**src/rtl/da2_transmitter.sv**
```systemverilog
// da2_transmitter: serial driver for the Pmod DA2 (dual DAC121S101).
// Latches a pair of 12-bit samples on start and shifts them out MSB-first
// as 16-bit frames {2'b00, pd, sample} on shared SYNC/SCLK lines, one data
// line per DAC. Every output is driven straight from a flop.
module da2_transmitter #(
    parameter int CLK_DIV = 2,   // system clocks per SCLK half-period (1..255)
    parameter int QUIET   = 4    // clocks of SYNC high after a frame (1..255)
) (
    input  logic        clk,
    input  logic        rst_n,
    input  logic        start,
    input  logic [11:0] sample_a,
    input  logic [11:0] sample_b,
    input  logic [1:0]  pd,
    output logic        sync_n,
    output logic        sclk,
    output logic        dina,
    output logic        dinb,
    output logic        busy,
    output logic        done,
    output logic        overrun
);

    typedef enum logic [1:0] {
        ST_IDLE  = 2'd0,
        ST_SHIFT = 2'd1,
        ST_QUIET = 2'd2
    } state_t;

    localparam logic [7:0] DIV_LAST   = 8'(CLK_DIV - 1);
    localparam logic [7:0] QUIET_LAST = 8'(QUIET - 1);

    state_t      state_reg, state_next;
    logic [7:0]  div_reg, div_next;
    logic [3:0]  bit_reg, bit_next;
    logic [7:0]  quiet_reg, quiet_next;
    logic [15:0] shift_a_reg, shift_a_next;
    logic [15:0] shift_b_reg, shift_b_next;
    logic        sync_n_reg, sync_n_next;
    logic        sclk_reg, sclk_next;
    logic        dina_reg, dina_next;
    logic        dinb_reg, dinb_next;
    logic        busy_reg, busy_next;
    logic        done_reg, done_next;
    logic        overrun_reg, overrun_next;

    logic [15:0] frame_a;
    logic [15:0] frame_b;
    logic        div_wrap;
    logic        frame_end;
    logic        quiet_end;

    // Frame words as they would be latched at an accepting edge.
    assign frame_a = {2'b00, pd, sample_a};
    assign frame_b = {2'b00, pd, sample_b};

    // A half-period ends when the divider reaches its last count.
    assign div_wrap  = (div_reg == DIV_LAST);
    // The frame ends where the 16th low half-period would turn sclk high.
    assign frame_end = (state_reg == ST_SHIFT) && div_wrap && !sclk_reg && (bit_reg == 4'd15);
    assign quiet_end = (state_reg == ST_QUIET) && (quiet_reg == QUIET_LAST);

    // State register.
    always_ff @(posedge clk or negedge rst_n) begin
        if (!rst_n) begin
            state_reg <= ST_IDLE;
        end else begin
            state_reg <= state_next;
        end
    end

    // Next-state logic: IDLE -> SHIFT on start, SHIFT -> QUIET at frame end, QUIET -> IDLE after the gap.
    always_comb begin
        state_next = state_reg;
        unique case (state_reg)
            ST_IDLE:  if (start)     state_next = ST_SHIFT;
            ST_SHIFT: if (frame_end) state_next = ST_QUIET;
            ST_QUIET: if (quiet_end) state_next = ST_IDLE;
            default:                 state_next = ST_IDLE;
        endcase
    end

    // Datapath and output next values; outputs are registered below so nothing glitches.
    always_comb begin
        div_next     = div_reg;
        bit_next     = bit_reg;
        quiet_next   = quiet_reg;
        shift_a_next = shift_a_reg;
        shift_b_next = shift_b_reg;
        sync_n_next  = sync_n_reg;
        sclk_next    = sclk_reg;
        dina_next    = dina_reg;
        dinb_next    = dinb_reg;
        busy_next    = busy_reg;
        done_next    = 1'b0;
        // A request that arrives while a frame or its quiet gap is in progress is dropped.
        overrun_next = start && (state_reg != ST_IDLE);

        unique case (state_reg)
            ST_IDLE: begin
                sync_n_next = 1'b1;
                sclk_next   = 1'b1;
                if (start) begin
                    shift_a_next = frame_a;
                    shift_b_next = frame_b;
                    sync_n_next  = 1'b0;
                    dina_next    = frame_a[15];
                    dinb_next    = frame_b[15];
                    bit_next     = 4'd0;
                    div_next     = 8'd0;
                    busy_next    = 1'b1;
                end
            end
            ST_SHIFT: begin
                if (div_wrap) begin
                    div_next = 8'd0;
                    if (sclk_reg) begin
                        // Falling edge: the DAC samples the bit already on the line.
                        sclk_next = 1'b0;
                    end else if (bit_reg == 4'd15) begin
                        // Last low half-period done: close the frame.
                        sclk_next   = 1'b1;
                        sync_n_next = 1'b1;
                        dina_next   = 1'b0;
                        dinb_next   = 1'b0;
                        done_next   = 1'b1;
                        quiet_next  = 8'd0;
                    end else begin
                        // Rising edge: present the next bit, current bit lives in [15].
                        sclk_next    = 1'b1;
                        bit_next     = bit_reg + 4'd1;
                        shift_a_next = shift_a_reg << 1;
                        shift_b_next = shift_b_reg << 1;
                        dina_next    = shift_a_reg[14];
                        dinb_next    = shift_b_reg[14];
                    end
                end else begin
                    div_next = div_reg + 8'd1;
                end
            end
            ST_QUIET: begin
                if (quiet_end) begin
                    quiet_next = 8'd0;
                    busy_next  = 1'b0;
                end else begin
                    quiet_next = quiet_reg + 8'd1;
                end
            end
            default: begin
                busy_next = 1'b0;
            end
        endcase
    end

    // Datapath and output registers.
    always_ff @(posedge clk or negedge rst_n) begin
        if (!rst_n) begin
            div_reg     <= 8'd0;
            bit_reg     <= 4'd0;
            quiet_reg   <= 8'd0;
            shift_a_reg <= 16'd0;
            shift_b_reg <= 16'd0;
            sync_n_reg  <= 1'b1;
            sclk_reg    <= 1'b1;
            dina_reg    <= 1'b0;
            dinb_reg    <= 1'b0;
            busy_reg    <= 1'b0;
            done_reg    <= 1'b0;
            overrun_reg <= 1'b0;
        end else begin
            div_reg     <= div_next;
            bit_reg     <= bit_next;
            quiet_reg   <= quiet_next;
            shift_a_reg <= shift_a_next;
            shift_b_reg <= shift_b_next;
            sync_n_reg  <= sync_n_next;
            sclk_reg    <= sclk_next;
            dina_reg    <= dina_next;
            dinb_reg    <= dinb_next;
            busy_reg    <= busy_next;
            done_reg    <= done_next;
            overrun_reg <= overrun_next;
        end
    end

    assign sync_n  = sync_n_reg;
    assign sclk    = sclk_reg;
    assign dina    = dina_reg;
    assign dinb    = dinb_reg;
    assign busy    = busy_reg;
    assign done    = done_reg;
    assign overrun = overrun_reg;

endmodule
```
**config.mk**
```make
export PLATFORM = sky130hd
export DESIGN_NAME = da2_transmitter
export DESIGN_NICKNAME = d
export VERILOG_FILES = /design/src/rtl/da2_transmitter.sv
export SDC_FILE = /design/constraint.sdc
export NUM_CORES = 1
export LEC_CHECK = 0
export ABC_AREA = 1
export CORE_UTILIZATION = 56
export CTS_CLUSTER_SIZE = 20
export DETAILED_ROUTE_END_ITERATION = 10
export GPL_TIMING_DRIVEN = 0
export PLACE_DENSITY = 0.88
export SYNTH_ARGS = -nofsm -noshare
export SYNTH_HDL_FRONTEND = slang
export SYNTH_SLANG_ARGS = --single-unit
```
**constraint.sdc**
```tcl
create_clock -name clk -period 1.8 [get_ports clk]
set_input_delay 0.36 -clock clk [delete_from_list [all_inputs] [get_ports clk]]
set_output_delay 0.36 -clock clk [all_outputs]
set_load 0.01 [all_outputs]
```
==> impl.org, run 1 <==
** Clock network
- Counting every sink on the clock net gives 59.
- Buffers inserted during clock tree synthesis total 9.
- Maximum level of the CTS H-tree :: 3
- The number of hold buffers added after CTS was 0.
- Root cell of the clock tree :: sky130_fd_sc_hd__clkbuf_8
- Worst-case clock buffer depth :: 2
- CTS clk-pin slew, worst paths :: 70 ps
- CTS tree :: yes
- The clock reaches the later pin of the worst-skew pair after 340 ps.

** Setup path
- Arrival @ worst endpoint :: 1910 ps
- Required @ worst endpoint :: 2030 ps
- STA classifies the critical path endpoint as a register.
- Top cell family by delay on the critical path :: simple AND/OR/NAND/NOR gates
- Walking the worst path, the cells encountered are inv_1 > ha_1 > nand2_1 > nor2_4 > nand2_2 > nand2_4 > nand3_4 > buf_6 > nand2_1 > nand2_1.
- The worst setup path is launched from a register.
- Start-to-end type of the worst setup path :: register to register
- On the critical path, the stage with the largest delay is an instance of sky130_fd_sc_hd__dfrtp_1.
- Cell with the most instances on the worst path :: sky130_fd_sc_hd__nand2_1
- Of all nets on the critical path, the largest fanout is 10.
- On the worst path, the slowest cell contributes a delay of 410 ps.
- Together, buffers and inverters on the worst path number 2.

** Power
- Power per standard cell area :: 618 mW/mm^2
- Static power due to leakage :: 2.09 nW
- IR analysis of the VDD net gives a maximum drop of 0.434 mV.

** STA
- Shortest period the worst path allows :: 1680 ps
- In the finished design, the share of the clock period the worst path needs comes to 0.934.
- The clock arrives with 11.3 ps of skew.
- Max_slew headroom :: 0.522
- Adding up every negative setup slack in the final design gives 0 ps.
- Final hold slack :: 63.5 ps
- Worst Tran Pin Value :: 717 ps
- Setup violations remaining at the end of the flow were counted as 0.
- Worst Setup Slack, final :: 118 ps
- Derived from the worst setup path, the maximum achievable clock frequency is 595 MHz.
- The final hold violation count is 0.
- The number of max-slew violations in the final report was 0.
- Setup repair after global routing missed its margin :: false

** Logic synthesis
- The most common cell in the synthesized netlist is sky130_fd_sc_hd__nand2_1.
- Synth cell types :: 29
- Mux contribution to synthesized area :: 0
- The fraction of the mapped netlist area in compound gates came to 0.0184.
- The share of the Yosys chip area taken by registers is 0.435.
- Number of enable-type register cells in the synthesized netlist :: 0
- Of all cell types, the one taking the most synthesized area is sky130_fd_sc_hd__dfrtp_1.
- Largest cells by area after synthesis :: sky130_fd_sc_hd__dfrtp_1, sky130_fd_sc_hd__nand2_1, sky130_fd_sc_hd__nand3_2
- Share of synthesized registers carrying an async set or reset :: 1.00
- Count of state elements after synthesis :: 59
- Each instance of the synthesized netlist takes up on average 8.01 sq um.
- The mapped netlist covers 0.00340 sq mm.
- Counting every instance in the synthesized netlist gives 424.
- Dominant combinational cell family by area after synthesis :: simple AND/OR/NAND/NOR gates
- Yosys warns :: 0
- The number of nets handed over by synthesis was 457.
- Of the total synthesized cell area, the portion taken by AND, OR, NAND and NOR gates is 0.445.
- Among all flip-flop cells after synthesis, the most frequent one is sky130_fd_sc_hd__dfrtp_1.
- Of the total synthesized cell area, the portion taken by full adders, half adders and majority gates is 0.0147.
- Ranking of synthesized cells by instance count :: sky130_fd_sc_hd__nand2_1, sky130_fd_sc_hd__dfrtp_1, sky130_fd_sc_hd__nand3_1, sky130_fd_sc_hd__nand3_2, sky130_fd_sc_hd__nor2_1
- Of the post-synthesis cell area, the dominant cell type holds 0.420.
- Parity-gate share of the synthesized area counting xor and xnor cells :: 0.0103

** Route
- The detailed router finished its first iteration with 299 violations.
- For this run, design rule violations remaining after detail routing come to 0.
- Total vias in the final route :: 2960
- Final WL :: 7.31 mm
- Number of nets with antenna violations after detailed routing :: 0
- Per-cell via count in the routed design :: 5.36
- Length of the first detailed-routing pass in iterations :: 5
- After detailed routing, the average wire length per cell comes to 13.2 um.

** Placed design
- Worst-case setup slack after placement :: 24.6 ps
- Routability-driven placement finished with a final weighted congestion of 0.846.
- Post-DP HPWL :: 4.88 mm
- Counting tap cells, the placed design contains a total of 535 instances.
- Count of buffers from port buffering :: 35

** Cells and area
- Count of inserted antenna diode cells :: 0
- The finished layout holds 552 standard cells, fillers aside.
- Syn-to-layout area delta :: 19.2%
- Final design utilization :: 0.688
- Fraction of layout instances using a drive strength above 1 :: 0.189
- Number of fill cells :: 444
- Nets@finish :: 505

** Floorplan
- Die boundary width :: 79.9 um
- 36 I/O pins were placed.
- For this configuration, the core starts out at a cell density of 0.577.
- After floorplanning, the core was sized to cover 0.00589 sq mm.
- After floorplanning, the core was divided into 28 placement rows.
- The floorplan step defined a die boundary enclosing 0.00638 sq mm.
- The floorplan step set the die height to 79.9 um.

** GRT
- First-pass GRT wire length :: 12.4 mm
- Total routing resource utilization after global routing :: 0.256
- Overall overflow remaining after global route :: 0
- The via count of the first global-routing pass was 2722.
- Antenna violations before repair :: 0
- Entering global routing, the biggest net connects 32 pins.

** Hold path
- The tightest min-delay check is of the input pin to async pin type.

** Run
- Max-cap violations in this run came to 0.

** Run status
- The flow ran to the end, and the final reports show no timing, DRC or antenna violations.
routing by layer:
layer,global-route usage,wire [um]
met1,0.344,3300
met2,0.393,3500
met3,0.0594,347
met4,0.116,155
met5,0,0
cells by family after synthesis:
kind of cell             count (synthesis)
AND/OR/NAND/NOR                        306
AO/OA/AOI/OAI                           11
adder cells (fa/ha/maj)                  4
flip-flops                              59
buffers and inverters                   40
XOR/XNOR                                 4
per-stage QoR:
stage,power [mW],area [sq um]
detailed placement,1.45,3860
CTS,2.51,4030
global placement,1.44,3840
floorplan,1.35,3400
global route,2.59,4050
finish,2.50,4050
where the power goes:
group          internal [mW]  switching, mW
combinational         0.0581         0.0374
clock                  0.572          0.507
sequential              1.33       0.000290
total                   1.96          0.545
layout make-up:
class                      instances  area [sq um]  share of cell area
clock buffer                      14           163              0.0402
tap                               75          93.8              0.0232
sequential                        59          1480               0.365
buffer                            17           169              0.0417
inverter                          23          90.1              0.0222
clock inverter                     2          10.0             0.00247
timing repair buffer              37           374              0.0924
multi-input combinational        325          1670               0.413
cells in the final DEF, fill, tap and decap left out, drive strengths merged:
cell type | synthesis | final
a21oi | 1 | 1
o21bai | 2 | 2
o22ai | 2 | 2
nand4 | 9 | 9
nand2 | 199 | 199
clkbuf | 0 | 14
buf | 17 | 20
inv | 22 | 22
dfstp | 2 | 2
xor2 | 2 | 2
or2 | 2 | 2
nor2 | 27 | 27
nand3b | 2 | 2
dfrtp | 57 | 57
xnor2 | 2 | 2
clkinv | 1 | 3
nand3 | 67 | 67
dlymetal6s2s | 0 | 1
dlygate4sd2 | 0 | 1
ha | 4 | 4
o21ai | 6 | 6
clkdlybuf4s50 | 0 | 32
path summary, 6_finish.rpt:
kind | to | depth (start not counted) | from | slack [ps]
worst max-delay path | bit_reg[2]$_DFFE_PN0P_ | 10 | div_reg[1]$_DFFE_PN0P_ | 120
worst min-delay path | shift_a_reg[7]$_DFFE_PN0P_ | 1 | rst_n | 60
worst max register to register | bit_reg[2]$_DFFE_PN0P_ | 10 | div_reg[1]$_DFFE_PN0P_ | 120
worst min register to register | shift_a_reg[0]$_DFFE_PN0P_ | 2 | shift_a_reg[0]$_DFFE_PN0P_ | 470
max in group asynchronous | sync_n$_DFFE_PN1P_ | 2 | rst_n | 1050
min in group clk | shift_a_reg[0]$_DFFE_PN0P_ | 2 | shift_a_reg[0]$_DFFE_PN0P_ | 470
repair_timing:
action / 4_1_cts / 5_1_grt
resized for setup: 1 / 4
pin swaps: 0 / 1
endpoints found under the setup margin: 1 / 31
buffers inserted: 0 / 1
endpoints found under the hold margin: 0 / 0
Note: power is estimated with default switching activity, not from simulation.
==> inputs of run 2 (changes only) <==
CTS_BUF_LIST = sky130_fd_sc_hd__clkbuf_4   (was default)
GPL_TIMING_DRIVEN = default   (was 0)
SKIP_CTS_REPAIR_TIMING = 1   (was default)
==> impl.org, run 2 (same netlist as run 1, synthesis figures left out) <==
** Run status
- Status :: completed

** Floorplan
- Starting density of the core :: 0.577
- Core area :: 0.00589 sq mm
- Die height :: 79.9 um
- The initialized floorplan defines 28 standard-cell rows.
- The floorplan step set the die width to 79.9 um.
- I/O Pins :: 36
- Die Area :: 0.00638 sq mm

** Power
- Clk pwr share :: 0.371
- Of the total power, the share spent switching nets is 0.212.
- Power per standard cell area :: 574 mW/mm^2
- Worst vdd ir :: 0.477 mV
- Static power due to leakage :: 2.04 nW
- Comb power frac :: 0.043
- Design internal power :: 1.78 mW
- Summed over all nets, the switching power comes to 0.479 mW.
- Of the total power, registers draw 0.586.

** Hold path
- The worst hold path terminates at shift_b_reg[1]$_DFFE_PN0P_.
- Startpoint of the most critical hold path :: shift_b_reg[1]$_DFFE_PN0P_
- The worst hold path passes through 2 cells.
- The min-delay analysis places its worst path in the category register to register.

** Cells and area
- Count of inserted antenna diode cells :: 0
- In the final layout, the share of cells above drive strength 1 is 0.179.
- Most common cell after layout, fill and taps aside :: sky130_fd_sc_hd__nand2_1
- Final design utilization :: 0.669
- Number of fill cells :: 454
- For this run, the number of standard cells in the final layout without fillers is 545.
- At the end of the flow, the number of nets in the layout was 498.
- Syn-to-layout area delta :: 15.9%
- In the layout the commonest cells are sky130_fd_sc_hd__nand2_1, sky130_fd_sc_hd__dfrtp_1, sky130_fd_sc_hd__nand3_1, sky130_fd_sc_hd__clkdlybuf4s50_1, sky130_fd_sc_hd__nand3_2.

** STA
- Setup repair after global routing missed its margin :: true
- The final hold violation count came to 0.
- Highest Clock Rate :: 578 MHz
- Headroom to the max-slew limit came out at 0.676.
- Total count of max-transition violations in the final report :: 0
- The clock arrives with 16.2 ps of skew.
- Final setup fails :: 0
- Final hold analysis gives a worst-case slack of 477 ps.
- The worst path in the final design needs a cycle of 1730 ps, including I/O delays and setup.
- Final clock period utilization by the worst path :: 0.960
- At the pin with the least slew margin, the transition time is 487 ps.

** Setup path
- The critical path is of the register to register type.
- Data arrives at the worst endpoint at 2020 ps.
- Capturing element type of the critical path :: register
- Required @ worst endpoint :: 2090 ps
- FF-to-FF setup slack :: 70 ps
- The worst setup path is launched from a register.
- The endpoint identified for the worst register-to-register timing path is shift_a_reg[11]$_DFFE_PN0P_.
- Worst r2r path cells :: 9
- Startpoint of the lowest-slack register-to-register path :: div_reg[1]$_DFFE_PN0P_
- Maximum net fanout on the critical path :: 17

** Route
- For this block, the via count after detailed routing is 2941.
- Using the TritonRoute via totals, the vias-per-cell ratio works out to 5.40.
- For this block, the routed nets add up to 7.19 mm of wire.
- Number of DRC markers in iteration 0 :: 212
- Routed wirelength normalized by instance count :: 13.2 um
- Post-route DRC :: 0
- Length of the first detailed-routing pass in iterations :: 6
- Number of nets with antenna violations after detailed routing :: 0

** GRT
- The via count of the first global-routing pass was 2739.
- First-pass GRT wire length :: 12.0 mm
- Entering global routing, the biggest net connects 60 pins.
- Antenna violations before repair :: 0
- Met2 routing resource usage after global routing :: 0.402
- For met3 alone, demand over resource in global routing was 0.0491.
- Overall overflow remaining after global route :: 0
- met2 is the most crowded layer.
- For this run, the total global-route usage over all layers was measured as 0.243.
- In the global route stage, met1 resource usage came out at 0.310.

** Clock network
- Clock latency on the worst-skew pair, taken at its later pin, is 400 ps.
- CTS saw 59 sinks.
- Worst-case clock buffer depth :: 2
- CTS clk-pin slew, worst paths :: 100 ps
- Maximum level of the CTS H-tree :: 3
- In this run, CTS created clock tree buffers numbering 9.
- CTS tree :: yes
- Root cell of the clock tree :: sky130_fd_sc_hd__clkbuf_4

** Placed design
- Counting tap cells, the placed design contains a total of 525 instances.
- Port buffering added 35 buffers.
- Routability-driven placement finished with a final weighted congestion of 0.864.
- Post-DP HPWL :: 4.40 mm

** Run
- Max-capacitance violation count :: 0
run 2: final cells by class:
class,count,area [sq um],area share
inverter,23,90.1,0.0229
sequential,59,1480,0.375
tap,75,93.8,0.0238
multi-input combinational,327,1700,0.432
clock buffer,16,120,0.0305
timing repair buffer,45,453,0.115
run 2: how the worst max path moves through the flow:
stage | to | slack (ps) | start
6_report | shift_a_reg[11]$_DFFE_PN0P_ | 70 | div_reg[1]$_DFFE_PN0P_
5_1_grt | shift_a_reg[11]$_DFFE_PN0P_ | -40 | div_reg[1]$_DFFE_PN0P_
4_1_cts | sclk | -140 | sclk$_DFFE_PN1P_
3_5_place_dp | shift_b_reg[6]$_DFFE_PN0P_ | -20 | start
3_3_place_gp | shift_b_reg[6]$_DFFE_PN0P_ | 30 | start
2_1_floorplan | bit_reg[2]$_DFFE_PN0P_ | 320 | div_reg[1]$_DFFE_PN0P_
run 2: metrics by stage:
stage / instance area (sq um) / setup TNS, ps / power, mW / setup slack [ps]
finish: 3940 / 0 / 2.26 / 71.4
global route: 3940 / -276 / 2.35 / -44.7
CTS: 3860 / -368 / 2.28 / -145
detailed placement: 3740 / -71.6 / 1.45 / -16.8
global placement: 3740 / 0 / 1.45 / 28.6
floorplan: 3400 / 0 / 1.35 / 318
run 2: critical path: stages (launching register included):
cell and delay (ps):
sky130_fd_sc_hd__dfrtp_1 400, sky130_fd_sc_hd__inv_1 90, sky130_fd_sc_hd__ha_1 160, sky130_fd_sc_hd__nand2_1 90, sky130_fd_sc_hd__nor2_4 140, sky130_fd_sc_hd__nand2_1 140, sky130_fd_sc_hd__nand2_4 180, sky130_fd_sc_hd__nand3_4 220
sky130_fd_sc_hd__nand2_1 140, sky130_fd_sc_hd__nand2_1 70
run 2: per-layer routing:
| metal | wire length, um | share of wire |
|---|---|---|
| met3 | 370 | 0.051 |
| met5 | 0 | 0 |
| met2 | 3580 | 0.50 |
| met1 | 3140 | 0.44 |
| met4 | 105 | 0.015 |
run 2: power groups by stage:
stage / sequential, mW / combinational [mW] / clock, mW
after floorplan: 1.35 / 0.000919 / 0
after global placement: 1.35 / 0.0978 / 0
after detailed placement: 1.35 / 0.0985 / 0
after CTS: 1.33 / 0.0985 / 0.855
after global routing: 1.33 / 0.108 / 0.915
final: 1.33 / 0.0977 / 0.838
==> inputs of run 3 (changes only) <==
clock period = 2.1 ns   (was 1.8 ns; I/O delays follow)
==> impl.org, run 3 (same netlist as run 1, synthesis figures left out) <==
** Route
- Final WL :: 6.82 mm
- Per-cell via count in the routed design :: 5.21
- In the routed design, unresolved DRC markers number 0.
- Number of DRC markers in iteration 0 :: 178
- Routed wirelength normalized by instance count :: 12.6 um
- Length of the first detailed-routing pass in iterations :: 4
- Number of nets with antenna violations after detailed routing :: 0
- Summing over every cut layer, the via total after detailed routing is 2809.

** Setup path
- In this run the worst path has a maximum fanout of 6.
- The setup check on the worst reg-to-reg path leaves a slack of 220 ps.
- The worst setup path is launched from a register.
- Count of buffer and inverter cells on the critical path :: 1
- The largest individual stage delay along the critical path comes from the cell sky130_fd_sc_hd__dfstp_2.
- Start-to-end type of the worst setup path :: register to output port
- Top cell family by delay on the critical path :: flip-flops
- Required @ worst endpoint :: 1680 ps
- On the worst path, the slowest cell contributes a delay of 610 ps.
- Arrival @ worst endpoint :: 1560 ps
- Measured in cells, the most critical reg-to-reg path has a length of 9.
- Capturing element type of the critical path :: output port
- The signal on the critical path passes through clkdlybuf4s50_1.
- The worst register-to-register path begins at div_reg[1]$_DFFE_PN0P_.
- In this run the critical register-to-register path is captured at shift_a_reg[14]$_DFFE_PN0P_.

** Cells and area
- Count of inserted antenna diode cells :: 0
- In the final layout, the share of cells above drive strength 1 is 0.166.
- Nets@finish :: 492
- For this run, the share of the core covered by cells in the final layout is 0.655.
- The count of cells in the finished layout, fillers not included, comes to 539.
- From synthesis to final layout, the design area changed by 13.4%.
- In the layout the commonest cells are sky130_fd_sc_hd__nand2_1, sky130_fd_sc_hd__dfrtp_1, sky130_fd_sc_hd__nand3_1, sky130_fd_sc_hd__clkdlybuf4s50_1, sky130_fd_sc_hd__nand3_2.
- Most common cell after layout, fill and taps aside :: sky130_fd_sc_hd__nand2_1

** STA
- Setup skew after layout :: 13.5 ps
- Setup violations remaining at the end of the flow were counted as 0.
- Max_slew headroom :: 0.726
- For this run, the top clock speed supported by timing is 504 MHz.
- Final hold vios :: 0
- Adding up every negative setup slack in the final design gives 0 ps.
- Shortest period the worst path allows :: 1980 ps
- Worst Tran Pin Value :: 411 ps
- The number of max-slew violations in the final report came to 0.
- Setup repair after global routing left no endpoint under its margin.
- Of the available clock period, the critical path in the final layout requires 0.944.

** Placed design
- Detailed placement ended at an HPWL of 4.53 mm.
- DP Cell Count :: 522
- Count of buffers from port buffering :: 35
- Placer Congestion :: 0.885

** Floorplan
- Core Rows :: 28
- Core area :: 0.00589 sq mm
- For this configuration, the core starts out at a cell density of 0.577.
- The floorplan step set the die width to 79.9 um.
- Die height :: 79.9 um
- I/O Pins :: 36
- The floorplan step defined a die boundary enclosing 0.00638 sq mm.

** GRT
- The number of antenna violations at the first check in global routing is 0.
- Entering global routing, the biggest net connects 36 pins.
- Number of global-route vias before repair :: 2710
- The first global-routing pass estimated 12.1 mm of wire.
- Met2 routing resource usage after global routing :: 0.394
- In the global route stage, overall resource usage came out at 0.248.
- Busiest layer in global routing :: met2
- Overall overflow remaining after global route :: 0
- In the global route stage, met3 resource usage came out at 0.0651.
- In the global route stage, met1 resource usage came out at 0.324.

** Clock network
- Clock-pin slew was measured on the worst setup and hold paths at 100 ps.
- Buffers inserted during clock tree synthesis total 9.
- The H-tree was split into 3 levels.
- TritonCTS built the clock tree.
- Worst-case clock buffer depth :: 2
- Clock latency at the later pin of the worst-skew pair :: 390 ps
- CTS placed an instance of sky130_fd_sc_hd__clkbuf_4 at the clock tree root.
- The clock drives 59 sinks.

** Run
- The tool flagged a number of max-cap violations equal to 0.

** Power
- Power per standard cell area :: 496 mW/mm^2
- Summing internal, switching and leakage power gives 1.91 mW.
- Static power due to leakage :: 2.00 nW
- Worst vdd ir :: 0.415 mV

** Hold path
- Class of the most critical hold timing path :: input pin to async pin

** Run status
- Status :: completed
-- run 3: changes by cell type in the layout (fill, tap and decap cells not counted), sizes merged --
| cell | change |
|---|---|
| clkdlybuf4s50 | +2 |
| dlymetal6s2s | -2 |
| buf | -4 |
| nand3 | -2 |
| clkbuf | -3 |
| clkinv | +3 |
-- run 3: how the worst max path moves through the flow --
stage | startpoint | endpoint | slack, ps | cells past startpoint
3_5_place_dp | start | shift_b_reg[6]$_DFFE_PN0P_ | 200 | 6
3_3_place_gp | start | shift_b_reg[4]$_DFFE_PN0P_ | 240 | 6
6_report | sclk$_DFFE_PN1P_ | sclk | 120 | 1
4_1_cts | sclk$_DFFE_PN1P_ | sclk | 100 | 1
5_1_grt | div_reg[1]$_DFFE_PN0P_ | shift_a_reg[14]$_DFFE_PN0P_ | 50 | 9
2_1_floorplan | div_reg[1]$_DFFE_PN0P_ | bit_reg[2]$_DFFE_PN0P_ | 620 | 10
-- run 3: layout make-up --
type	instances	area (sq um)
clock inverters	3	15.0
inverters	23	90.1
fillers	479	2030
multi-input cells	325	1660
repair buffers	41	418
flip-flops and latches	59	1480
clock buffers	13	97.6
well taps	75	93.8
-- run 3: power by group --
part / internal (mW) / switching, mW / total [mW]
combinational: 0.0521 / 0.0318 / 0.0840
sequential: 1.14 / 0.000213 / 1.14
clock: 0.292 / 0.396 / 0.689
-- run 3: metal layers --
layer / part of all wire / up-vias
met2: 0.48 / 64
met4: 0.012 / 0
li1: - / 1422
met5: 0 / -
met1: 0.46 / 1316
met3: 0.052 / 7
-- run 3: worst reg2reg max path: cells and delay by family, from the launching register on --
family | cells | cell delay, ps
AND/OR/NAND/NOR | 7 | 1120
flip-flops | 1 | 410
buffers and inverters | 1 | 80
adder cells (fa/ha/maj) | 1 | 160
-- run 3: through the flow --
step / area (sq um) / hold slack (ps) / worst slack [ps]
final: 3850 / 438 / 117
after global routing: 3850 / 443 / 53.0
after CTS: 3840 / -108 / 97.1
after detailed placement: 3730 / 331 / 199
after global placement: 3730 / 324 / 241
after floorplan: 3400 / 124 / 618
